## src/rtl/npu_pkg.sv

```systemverilog
// Shared widths, FSM encoding and saturation helpers for the NPU output path.
package npu_pkg;

  localparam int PSUM_W = 24;
  localparam int ACT_W  = 8;

  localparam logic signed [ACT_W-1:0] INT8_MAX = 8'sh7F;
  localparam logic signed [ACT_W-1:0] INT8_MIN = 8'sh80;

  localparam logic signed [PSUM_W:0] ACC_MAX25 = 25'sh07FFFFF;
  localparam logic signed [PSUM_W:0] ACC_MIN25 = 25'sh1800000;
  localparam logic signed [PSUM_W:0] I8_MAX25  = 25'sh000007F;
  localparam logic signed [PSUM_W:0] I8_MIN25  = 25'sh1FFFF80;

  typedef enum logic [1:0] {
    ST_ACC   = 2'd0,
    ST_QUANT = 2'd1,
    ST_PUSH  = 2'd2
  } state_e;

  function automatic logic signed [PSUM_W-1:0] sat24(input logic signed [PSUM_W:0] v);
    logic signed [PSUM_W-1:0] r;
    if (v > ACC_MAX25) begin
      r = 24'sh7FFFFF;
    end else if (v < ACC_MIN25) begin
      r = 24'sh800000;
    end else begin
      r = v[PSUM_W-1:0];
    end
    return r;
  endfunction

  function automatic logic signed [ACT_W-1:0] sat8(input logic signed [PSUM_W:0] v);
    logic signed [ACT_W-1:0] r;
    if (v > I8_MAX25) begin
      r = INT8_MAX;
    end else if (v < I8_MIN25) begin
      r = INT8_MIN;
    end else begin
      r = v[ACT_W-1:0];
    end
    return r;
  endfunction

endpackage

```

## src/rtl/sync_fifo.sv

```systemverilog
// Single-clock FIFO with first-word fall-through head and occupancy count.
module sync_fifo #(
  parameter int WIDTH = 8,
  parameter int DEPTH = 4
) (
  input  logic                       clk,
  input  logic                       rst,
  input  logic                       wr_en,
  input  logic [WIDTH-1:0]           wr_data,
  input  logic                       rd_en,
  output logic [WIDTH-1:0]           rd_data,
  output logic                       full,
  output logic                       empty,
  output logic [$clog2(DEPTH):0]     count
);

  localparam int AW = $clog2(DEPTH);
  localparam int CW = AW + 1;

  logic [WIDTH-1:0] mem_q [DEPTH];
  logic [WIDTH-1:0] mem_d [DEPTH];
  logic [AW-1:0]    wr_ptr_q, wr_ptr_d, rd_ptr_q, rd_ptr_d;
  logic [CW-1:0]    count_q, count_d;
  logic             push_s, pop_s;

  assign full    = (count_q == CW'(DEPTH));
  assign empty   = (count_q == CW'(0));
  assign count   = count_q;
  assign rd_data = mem_q[rd_ptr_q];

  always_comb begin
    push_s   = wr_en && !full;
    pop_s    = rd_en && !empty;
    mem_d    = mem_q;
    wr_ptr_d = wr_ptr_q;
    rd_ptr_d = rd_ptr_q;
    if (push_s) begin
      mem_d[wr_ptr_q] = wr_data;
      wr_ptr_d        = wr_ptr_q + AW'(1);
    end else begin
      wr_ptr_d = wr_ptr_q;
    end
    if (pop_s) begin
      rd_ptr_d = rd_ptr_q + AW'(1);
    end else begin
      rd_ptr_d = rd_ptr_q;
    end
    case ({push_s, pop_s})
      2'b10:   count_d = count_q + CW'(1);
      2'b01:   count_d = count_q - CW'(1);
      default: count_d = count_q;
    endcase
  end

  always_ff @(posedge clk or posedge rst) begin
    if (rst) begin
      for (int i = 0; i < DEPTH; i++) begin
        mem_q[i] <= '0;
      end
      wr_ptr_q <= '0;
      rd_ptr_q <= '0;
      count_q  <= '0;
    end else begin
      mem_q    <= mem_d;
      wr_ptr_q <= wr_ptr_d;
      rd_ptr_q <= rd_ptr_d;
      count_q  <= count_d;
    end
  end

endmodule

```

## src/rtl/psum_quant_out.sv

```systemverilog
// Accumulates column partial sums, requantizes to int8 with rounding/ReLU/saturation,
// and queues results in an output FIFO.
module psum_quant_out
  import npu_pkg::*;
#(
  parameter int FIFO_DEPTH = 4
) (
  input  logic                     clk,
  input  logic                     rst,
  input  logic                     psum_valid,
  input  logic [PSUM_W-1:0]        psum_in,
  input  logic                     psum_last,
  output logic                     psum_ready,
  input  logic [3:0]               shift_amt,
  input  logic                     relu_en,
  output logic                     out_valid,
  output logic [ACT_W-1:0]         out_data,
  input  logic                     out_ready,
  output logic                     sat_flag
);

  localparam int CW = $clog2(FIFO_DEPTH) + 1;

  state_e                    state_q, state_d;
  logic signed [PSUM_W-1:0]  acc_q, acc_d;
  logic signed [ACT_W-1:0]   result_q, result_d;
  logic                      sat_q, sat_d;

  logic signed [PSUM_W:0]    acc_sum_s, rnd_s, q_sum_s, q_shr_s, q_relu_s;
  logic signed [PSUM_W-1:0]  acc_sat_s;
  logic signed [ACT_W-1:0]   res_s;
  logic                      clamp_s, accept_s, push_s, room_s;
  logic                      fifo_full_s, fifo_empty_s;
  logic [CW-1:0]             fifo_count_s;

  always_comb begin
    acc_sum_s = {acc_q[PSUM_W-1], acc_q} + {psum_in[PSUM_W-1], psum_in};
    acc_sat_s = sat24(acc_sum_s);
    clamp_s   = (acc_sum_s != {acc_sat_s[PSUM_W-1], acc_sat_s});
    if (shift_amt == 4'd0) begin
      rnd_s = 25'sd0;
    end else begin
      rnd_s = 25'sd1 <<< (shift_amt - 4'd1);
    end
    // Cannot overflow 25 bits: |acc| < 2^23 and the rounding term is at most 2^14.
    q_sum_s = {acc_q[PSUM_W-1], acc_q} + rnd_s;
    q_shr_s = q_sum_s >>> shift_amt;
    if (relu_en && q_shr_s[PSUM_W]) begin
      q_relu_s = 25'sd0;
    end else begin
      q_relu_s = q_shr_s;
    end
    res_s = sat8(q_relu_s);
  end

  // Both full and the count must agree that a slot is free before pushing.
  assign room_s   = !fifo_full_s && (fifo_count_s != CW'(FIFO_DEPTH));
  assign accept_s = psum_valid && psum_ready;
  assign push_s   = (state_q == ST_PUSH) && room_s;

  always_ff @(posedge clk or posedge rst) begin
    if (rst) begin
      state_q  <= ST_ACC;
      acc_q    <= '0;
      result_q <= '0;
      sat_q    <= 1'b0;
    end else begin
      state_q  <= state_d;
      acc_q    <= acc_d;
      result_q <= result_d;
      sat_q    <= sat_d;
    end
  end

  always_comb begin
    state_d = state_q;
    case (state_q)
      ST_ACC: begin
        if (accept_s && psum_last) begin
          state_d = ST_QUANT;
        end else begin
          state_d = ST_ACC;
        end
      end
      ST_QUANT: state_d = ST_PUSH;
      ST_PUSH: begin
        if (room_s) begin
          state_d = ST_ACC;
        end else begin
          state_d = ST_PUSH;
        end
      end
      default: state_d = ST_ACC;
    endcase
  end

  always_comb begin
    acc_d    = acc_q;
    result_d = result_q;
    sat_d    = sat_q | (accept_s && clamp_s);
    psum_ready = (state_q == ST_ACC);
    case (state_q)
      ST_ACC: begin
        if (accept_s) begin
          acc_d = acc_sat_s;
        end else begin
          acc_d = acc_q;
        end
      end
      ST_QUANT: result_d = res_s;
      ST_PUSH: begin
        if (push_s) begin
          acc_d = '0;
        end else begin
          acc_d = acc_q;
        end
      end
      default: acc_d = acc_q;
    endcase
  end

  assign sat_flag = sat_q;

  sync_fifo #(
    .WIDTH (ACT_W),
    .DEPTH (FIFO_DEPTH)
  ) u_fifo (
    .clk     (clk),
    .rst     (rst),
    .wr_en   (push_s),
    .wr_data (result_q),
    .rd_en   (out_ready),
    .rd_data (out_data),
    .full    (fifo_full_s),
    .empty   (fifo_empty_s),
    .count   (fifo_count_s)
  );

  assign out_valid = !fifo_empty_s;

endmodule

```

## config.mk

```make
export PLATFORM = sky130hd
export DESIGN_NAME = psum_quant_out
export DESIGN_NICKNAME = d
export VERILOG_FILES = /design/src/rtl/npu_pkg.sv /design/src/rtl/sync_fifo.sv /design/src/rtl/psum_quant_out.sv
export SDC_FILE = /design/constraint.sdc
export NUM_CORES = 1
export LEC_CHECK = 0
export BUFFER_PORTS_ARGS = -buffer_cell sky130_fd_sc_hd__buf_2
export CAP_MARGIN = 20
export CORE_AREA = 2 2 116 118
export CTS_CLUSTER_SIZE = 10
export DETAILED_ROUTE_END_ITERATION = 12
export DIE_AREA = 0 0 118 120
export GPL_ROUTABILITY_DRIVEN = 0
export MAX_ROUTING_LAYER = met4
export PLACE_DENSITY = 0.8
export SETUP_SLACK_MARGIN = 0.02
export SYNTH_ARGS = -nofsm -noshare
export SYNTH_HDL_FRONTEND = slang
export SYNTH_SLANG_ARGS = --single-unit
export TNS_END_PERCENT = 5
```

## constraint.sdc

```tcl
create_clock -name clk -period 5.2 [get_ports clk]
set_clock_uncertainty 0.15 [all_clocks]
set_input_delay 1.04 -clock clk [delete_from_list [all_inputs] [get_ports clk]]
set_output_delay 1.04 -clock clk [all_outputs]
set_load 0.01 [all_outputs]
```

==> out/metrics.csv <==
stage,metric,value,unit
status,outcome,completed,
final_layout,antenna_cells,0,
timing,tightest_slew,1.06,ns
placed_design,dp_slack,-0.0922,ns
synthesis,netlist_instances,893,
critical_path,cp_max_fo,7,
global_routing,gr-total-overflow,0,
global_routing,grt_pass1_vias,7472,
synthesis,ys_warn_count,0,
synthesis,yosysMostFrequentCell,nand2_1,
die,die_x,118,um
power,ir_worst_vdd,332,uV
synthesis,yosysTopAreaCell,dfrtp_1,
clock_tree,tritoncts,yes,
power,p_int,2560,uW
die,row_count,42,
critical_path,start_kind,input port,
clock_tree,hold_buffers,0,
synthesis,netlist.area_leader.share,24.3,%
global_routing,grt_pass1_wl,37800,um
synthesis,async_reset_ff_share,100,%
synthesis,synthTopCellsByArea,"dfrtp_1 (24%), ha_1 (7.4%), nand2_1 (5.2%)",
routing,drt_iter0_markers,869,
timing,setup_viol,0,
placed_design,placement.cell_area,8640,um2
timing,period_share,96.2,%
timing,min_period,5.00,ns
placed_design,numPortBuffers,44,
power,power_switching,2150,uW
final_layout,multi_input_area,5360,um2
final_layout,nFillCells,1045,
timing,slew_violations,0,
hold_path,hp-class,flip-flop to flip-flop,
timing,rsz0062_at_grt,false,
critical_path,cp.required,5.34,ns
power,p_clk_share,12.2,%
die,fp.dieH,120,um
final_layout,syn2layout_area_growth,17.7,%
routing,drc,0,
critical_path,path_common_cell,nand2_1,
critical_path,cp_slowest_stage_delay,0.58,ns
global_routing,track_usage,34.3,%
critical_path,cp_data_arrival_time,5.14,ns
power,swShare,45.7,%
timing,slew_headroom,28.8,%
synthesis,yosys.cell_types.count,88,
final_layout,drive_above_1_share,25.0,%
die,ios,45,
routing,dr.pass1.iters,7,
clock_tree,path_clk_slew,0.06,ns
flow_run,timing.max_cap.violations,0,
critical_path,crit_family,compound AO/OA/AOI/OAI gates,
critical_path,critPathBufInv,2,
clock_tree,cts.root.buffer_cell,clkbuf_16,
timing,fin_ws,0.199,ns
clock_tree,insertion_delay,0.35,ns
final_layout,layout.nets,1108,
routing,via_count,7939,
die,die_area,14200,um2
synthesis,synth_edf_count,0,
critical_path,slowest_stage,or4b_4,
critical_path,end_kind,flip-flop,
die,core_area,13000,um2
synthesis,synth.top_cells.by_count,"nand2_1 (106), dfrtp_1 (74), nor2_1 (72)",
synthesis,ys_seq_area_share,24.3,%
clock_tree,numCtsBuffers,9,
power,power.density,526,nW/um2
critical_path,critPathKind,input port to flip-flop,
routing,wl_per_cell,19.2,um
timing,hold_ws,0.311,ns
power,leakagePower,0.00396,uW
critical_path,crit_chain,buf_2 > clkinv_1 > nand2_1 > nor2_1 > ha_1 > nand2_1 > a211o_1 > o21a_4 > a21oi_4 > mux2i_1 > nand3_1 > a211oi_1 > o211ai_1 > or4b_4 > o31ai_4 > a221o_1,
synthesis,ys_ff_latch,74,
routing,ant_nets,0,
final_layout,register_area,1850,um2
final_layout,final_util,69.0,%
clock_tree,clock-sinks,74,
global_routing,grt_max_degree,51,
critical_path,worst-r2r-setup-slack,0.82,ns
die,initial_core_util,58.6,%
global_routing,antenna_found_initial,0,
placed_design,dp_hpwl,18100,um
clock_tree,h-tree-depth,3,
synthesis,synth_nets,975,
synthesis,netlist_area,7610,um2
synthesis,avgSynthCellArea,8.52,um2
power,pwr-share-seq,25.3,%
routing,viasPerCell,6.58,
power,power_frac_comb,62.5,%
synthesis,ys.flop_type,dfrtp_1,
routing,wirelength,23200,um
timing,max_freq,200,MHz
clock_tree,clock_path_buffers,2,
timing,hold_viol_final,0,
final_layout,stdcell_area,8960,um2
==> logic make-up (layout without fill, tap and decap cells) <==
logic type                 Yosys count  after routing  synth area share, %
AOI/OAI and AO/OA                  310            310                 29.2
and+or+nand+nor                    297            297                 18.8
DFF                                 74             74                 24.3
buffers and inverters               72            210                 5.52
muxes                               58             58                 9.88
adders and majority gates           48             48                 8.19
xor gates and xnor gates            33             33                 4.04
other                                1              1               0.0493
==> state kept, by name (all words and copies together) (netlist names) <==
register / flops
u_fifo.count: 3
state_q: 2
sat_flag: 1
result_q: 8
u_fifo.wr_ptr_q: 2
u_fifo.rd_ptr_q: 2
acc_q: 24
u_fifo.mem_q: 32
==> final timing paths <==
path                         startpoint               to  cells after the start
setup reg to reg              acc_q[15]      result_q[2]                     14
max in group asynchronous           rst  u_fifo.mem_q[8]                      4
min in group asynchronous           rst         sat_flag                      2
setup / recovery           shift_amt[2]      result_q[2]                     16
hold / removal                 sat_flag         sat_flag                      1
hold reg to reg                sat_flag         sat_flag                      1
==> metrics by stage <==
step / cells / total power [uW] / setup TNS (ns)
after floorplan: 893 / 3130 / 0
after global placement: 1189 / 3930 / 0
after detailed placement: 1189 / 4040 / -0.592
after CTS: 1205 / 4640 / 0
after global routing: 1207 / 5050 / 0
final: 1207 / 4710 / 0
==> power by group through the flow <==
| stage | Combinational (uW) | Sequential (uW) | Clock [uW] |
|---|---|---|---|
| 4_1_cts | 2880 | 1180 | 581 |
| 2_1_floorplan | 2140 | 995 | 0 |
| 6_report | 2940 | 1190 | 575 |
| 3_3_place_gp | 2780 | 1160 | 0 |
| 3_5_place_dp | 2860 | 1180 | 0 |
| 5_1_grt | 3220 | 1230 | 605 |
==> cells in the final DEF (no fill, tap or decap), drive strengths merged, types with 7 or more instances in the layout <==
| cell type | count |
|---|---|
| ha | 45 |
| nand2 | 106 |
| a31oi | 14 |
| o22ai | 7 |
| o2111ai | 10 |
| mux2i | 13 |
| mux2 | 35 |
| and2 | 9 |
| xor2 | 15 |
| o21a | 10 |
| a21o | 20 |
| mux4 | 10 |
| inv | 26 |
| xnor2 | 18 |
| a221o | 24 |
| nand3 | 21 |
| nand2b | 12 |
| buf | 166 |
| o211ai | 18 |
| o21ai | 62 |
| nor2b | 8 |
| nand4 | 12 |
| nor4 | 7 |
| a21oi | 62 |
| nor2 | 72 |
| nor3 | 19 |
| dfrtp | 74 |
| clkinv | 7 |
| clkbuf | 11 |
| a211oi | 26 |
==> layout make-up <==
type | instances | area share [%]
tap | 176 | 2.46
timing repair buffer | 166 | 12.8
clock inverter | 5 | 0.447
clock buffer | 11 | 2.60
inverter | 28 | 1.19
multi-input combinational | 747 | 59.8
sequential | 74 | 20.7
==> layer usage <==
metal	up-vias	part of all wire, %	track usage, %
met2	438	46	53.9
met4	0	5.5	16.9
met3	100	8.7	7.32
met5	-	0	-
met1	3716	40	42.3
li1	3685	-	-
==> what timing repair did <==
action | in CTS | in global routing
gates resized for setup | 0 | 4
endpoints found under the setup margin | 0 | 7
setup buffers | 0 | 1
Note: power is estimated with default switching activity, not from simulation.
